$ cat src/rtl/alu_arbiter.sv
// Round-robin arbiter that shares one combinational ALU between NUM_REQ requesters
// and parks each result in a one-entry valid/ready response slot.
module alu_arbiter #(
  parameter int NUM_REQ = 2,
  parameter int OP_W    = 8,
  localparam int ID_W   = $clog2(NUM_REQ)
) (
  input  logic                    clk,
  input  logic                    n_reset,
  input  logic [NUM_REQ-1:0]      req_valid_i,
  output logic [NUM_REQ-1:0]      req_ready_o,
  input  logic [NUM_REQ*32-1:0]   req_rd_i,
  input  logic [NUM_REQ*32-1:0]   req_rs_i,
  input  logic [NUM_REQ*OP_W-1:0] req_op_i,
  output logic [31:0]             alu_rd_o,
  output logic [31:0]             alu_rs_o,
  output logic [OP_W-1:0]         alu_op_o,
  input  logic [31:0]             alu_result_i,
  input  logic                    alu_jump_now_i,
  output logic                    resp_valid_o,
  output logic [ID_W-1:0]         resp_id_o,
  output logic [31:0]             resp_result_o,
  output logic                    resp_jump_now_o,
  input  logic                    resp_ready_i,
  output logic [15:0]             ops_count_o
);

  logic            r_resp_valid;
  logic [ID_W-1:0] r_resp_id;
  logic [31:0]     r_resp_result;
  logic            r_resp_jump;
  logic [15:0]     r_ops_count;
  logic [ID_W-1:0] r_last_grant;

  logic            w_slot_free;
  logic            w_found;
  logic            w_grant;
  logic [ID_W-1:0] w_winner;

  assign w_slot_free = !r_resp_valid || resp_ready_i;
  assign w_grant     = w_slot_free && w_found;

  // Round-robin: indices above the last grant win first, then wrap to the low indices.
  always_comb begin
    w_found  = 1'b0;
    w_winner = '0;
    for (int i = 0; i < NUM_REQ; i++) begin
      if (!w_found && req_valid_i[i] && (ID_W'(i) > r_last_grant)) begin
        w_found  = 1'b1;
        w_winner = ID_W'(i);
      end
    end
    for (int i = 0; i < NUM_REQ; i++) begin
      if (!w_found && req_valid_i[i] && (ID_W'(i) <= r_last_grant)) begin
        w_found  = 1'b1;
        w_winner = ID_W'(i);
      end
    end
  end

  // Idle cycles present the all-zero NOP to the ALU.
  always_comb begin
    req_ready_o = '0;
    alu_rd_o    = '0;
    alu_rs_o    = '0;
    alu_op_o    = '0;
    for (int i = 0; i < NUM_REQ; i++) begin
      if (w_grant && (w_winner == ID_W'(i))) begin
        req_ready_o[i] = 1'b1;
        alu_rd_o       = req_rd_i[i*32 +: 32];
        alu_rs_o       = req_rs_i[i*32 +: 32];
        alu_op_o       = req_op_i[i*OP_W +: OP_W];
      end
    end
  end

  always_ff @(posedge clk or negedge n_reset) begin
    if (!n_reset) begin
      r_resp_valid  <= 1'b0;
      r_resp_id     <= '0;
      r_resp_result <= '0;
      r_resp_jump   <= 1'b0;
      r_ops_count   <= '0;
      r_last_grant  <= ID_W'(NUM_REQ - 1);
    end else if (w_grant) begin
      r_resp_valid  <= 1'b1;
      r_resp_id     <= w_winner;
      r_resp_result <= alu_result_i;
      r_resp_jump   <= alu_jump_now_i;
      r_ops_count   <= r_ops_count + 16'd1;
      r_last_grant  <= w_winner;
    end else if (resp_ready_i) begin
      r_resp_valid  <= 1'b0;
    end
  end

  assign resp_valid_o    = r_resp_valid;
  assign resp_id_o       = r_resp_id;
  assign resp_result_o   = r_resp_result;
  assign resp_jump_now_o = r_resp_jump;
  assign ops_count_o     = r_ops_count;

endmodule

$ cat config.mk
export PLATFORM = sky130hd
export DESIGN_NAME = alu_arbiter
export DESIGN_NICKNAME = d
export VERILOG_FILES = /design/src/rtl/alu_arbiter.sv
export SDC_FILE = /design/constraint.sdc
export NUM_CORES = 1
export LEC_CHECK = 0
export CORE_AREA = 3 3 118 120
export CTS_CLUSTER_DIAMETER = 150
export DETAILED_ROUTE_END_ITERATION = 16
export DIE_AREA = 0 0 121 123
export SYNTH_ARGS = -nofsm -noshare
export SYNTH_HDL_FRONTEND = slang
export SYNTH_SLANG_ARGS = --single-unit
$ cat constraint.sdc
create_clock -name clk -period 1.81 [get_ports clk]
set_input_delay 0.2715 -clock clk [delete_from_list [all_inputs] [get_ports clk]]
set_output_delay 0.2715 -clock clk [all_outputs]
set_load 0.01 [all_outputs]
==> metrics <==
TritonCTS clock tree=yes; grt ovf=0; CP Launch Type=flip-flop; antenna viol nets, final=0; Iteration-0 DRC Markers=~170; worst hold path class=flip-flop to flip-flop; Clk network pwr share=21.8%; sw frac=32.1%; Flop pwr share=between 30 and 40%; post-DR wirelength/cell=19.2 microns; pre-CTS setup slack=-0.671 ns; Clock Skew=0.00718 ns; Rows=42; H-tree depth=2; Crit path required time=around 1.5 ns; average via count per standard cell=roughly 4.5; CTS Root Cell=clkbuf_16; combinational power share=44.1%; status=finished, violations left; Final period util=109%; Reg2Reg Setup Slack=0.26 ns; minimum clock period=1.98 ns; f_max=0.505 GHz; unrepaired setup endpoints after global routing=true; Worst setup EP type=primary output; # IOs=307; global placement routability congestion=0.782; layout net count=814; Mean Syn Cell Area=9.27 sq um; sequential-to-total area share from yosys stat=a little under half; commonest non-fill, non-tap cell in the layout=clkdlybuf4s50_1; All-Layer GR Usage=18.8%; CP Max Fanout=6; Starting Density=between 20% and 30%; post-route setup TNS=-8.91 ns; reg2reg end=ops_count_o[4]; origin of the critical flop-to-flop path=resp_valid_o; die area=14900 sq um; Clk Latency, worst-skew pair=0.29 ns; post-layout util=about half; Max Cap Violations=0; Max IR drop VDD=between 0.0006 and 0.0007 V; internal power=3.05 mW; CP Cell Sequence=nand2_1 -> and3_4 -> buf_6 -> clkbuf_16 -> a22o_1 -> buf_2; Final Hold Vio Count=0; DPL Wire Length=11900 microns; Hold Path Depth=2; number of global-route vias before repair=approximately 3600; failing checks=negative setup slack; final setup fails=72; Clock Pin Slew Worst Setup and Hold Paths=0.07 ns; Pre-antenna DRT Iters=4; vias=between 3000 and 4000; layout cell share with drive strength beyond 1=20.4%; #FFs+latches synth=52; Slowest cell on crit path=dfstp_2; Crit path max-delay family=flip-flops; Final Cell Area=6510 sq um; worst path buffer plus inverter count=3; largest net degree at the start of global routing=36; clock sinks=between 50 and 60; cts bufs inserted=5; arrival time at the worst endpoint=1.71 ns; worst setup path class=flip-flop to primary output; Worst Hold Endpoint=resp_result_o[18]; Die Wd=121 microns; Netlist cell types=27; first-pass GRT wire length=21500 microns; Slew headroom=62.8%; NetSw=1.44 mW; Clock Tree Buf Depth=2; most frequent cells in the layout=clkdlybuf4s50_1, nand2_1, a22o_1, buf_2, dfrtp_1; initial antenna violation count=1; Die Y-Extent=123 microns; core area=13100 sq um; DRC viols=0; DRT Wirelength=15600 microns; Area Overhead vs Synth=130%; Synth Net Count=488; Synth Warn #=0; post-synthesis cell count=305; # port buffers=306; Slew Viols, Final=0; power per cell area=691 nW/um^2; Reg2Reg Depth=6; final worst setup slack=-0.171 ns; leakage power=3.00 nW; Worst path max stage delay=0.55 ns; synthesized area=2830 sq um; Post-DP Area=6200 sq um; worst hold start=resp_result_o[18]; measured slew at the worst slew-check pin=roughly 0.56 ns
## worst max path at each step
stage                             from  slack [ns]            to  depth (start not counted)
final                     r_last_grant       -0.17  alu_rs_o[18]                          6
after global routing      r_last_grant       -0.22   alu_rs_o[1]                          6
after CTS                 r_last_grant       -0.17  alu_rs_o[20]                          6
after detailed placement  resp_ready_i       -0.67   alu_rs_o[0]                          7
after global placement    resp_ready_i       -0.66  alu_rs_o[20]                          7
after floorplan           r_last_grant        0.27   alu_rd_o[0]                          5
## power by group through the flow
stage	Combinational, mW	Sequential (mW)	Clock, mW
2_1_floorplan	0.574	1.61	0
3_3_place_gp	1.91	1.54	0
3_5_place_dp	1.93	1.55	0
4_1_cts	1.95	1.54	1.02
5_1_grt	2.12	1.57	1.07
6_report	1.98	1.53	0.981
## cell usage after synthesis
cell type | count | share of area, %
nor2_4 | 1 | 0.40
dfrtp_1 | 51 | 45
nor2_1 | 2 | 0.27
nor4_2 | 1 | 0.44
nand2b_1 | 1 | 0.22
nor3_1 | 1 | 0.18
inv_1 | 2 | 0.27
nor2_2 | 1 | 0.22
nor4_1 | 1 | 0.22
xor2_1 | 3 | 0.93
buf_4 | 2 | 0.53
buf_2 | 17 | 3.0
and3_1 | 4 | 0.88
xnor2_1 | 12 | 3.7
and2b_1 | 1 | 0.27
clkbuf_1 | 3 | 0.40
a22o_1 | 72 | 22
nor3_4 | 1 | 0.58
nand4_1 | 7 | 1.5
ha_1 | 1 | 0.44
nand2_1 | 109 | 14
dfstp_2 | 1 | 0.93
and4_1 | 1 | 0.31
a21o_1 | 2 | 0.53
a21oi_4 | 1 | 0.58
o21ai_1 | 1 | 0.18
nand3_1 | 6 | 1.1
## kinds of logic (layout without fill, tap and decap cells)
kind of cell,Yosys count,count (layout),share of synthesized area [%]
adders and majority gates,1,1,0.442
xor gates and xnor gates,15,15,4.65
and+or+nand+nor,137,137,21.1
AOI/OAI and AO/OA,76,76,23.6
DFF,52,52,46.1
buffers and inverters,24,351,4.20
other,0,2,0
## routing by layer
layer  global-route usage [%]  vias up  wire length, microns
li1                         -     1745                     -
met1                     22.2     1721                  5980
met2                     34.3      172                  8140
met3                     4.62       16                  1180
met4                     4.82        0                   272
met5                        0        -                     0
## per-stage QoR
stage / power, mW / std cells / hold slack, ns
after floorplan: 2.18 / 305 / -0.0241
after global placement: 3.45 / 780 / 0.293
after detailed placement: 3.48 / 780 / 0.296
after CTS: 4.51 / 804 / 0.479
after global routing: 4.76 / 810 / 0.499
final: 4.50 / 810 / 0.473
## state kept, by name (all words and copies together) (netlist names)
register,cells
resp_jump_now_o,1
resp_valid_o,1
ops_count_o,16
resp_result_o,32
r_last_grant,1
resp_id_o,1
## layout make-up
cell class                 count  area, sq um
antenna                        2         5.00
clock buffer                   5          125
clock inverter                 3         25.0
fill                        1227         6580
inverter                       2         7.51
multi-input combinational    229         1440
sequential                    52         1300
tap                          176          220
timing repair buffer         341         3390
## worst reg2reg max path, stage by stage (launching register included)
cell and delay (ns):
dfrtp_1 0.42, buf_4 0.15, and2b_1 0.20, buf_4 0.16, nor2_4 0.21, nand4_1 0.15, xnor2_1 0.15
## repair_timing
action                                 CTS  global route
setup endpoints to repair               74            73
endpoints found under the hold margin   22             0
resized for setup                      335            19
pin swaps                                5            22
cloned                                   7             5
hold buffers                             1             0
buffers inserted                         8             1
(Power assumes the default switching activity.)
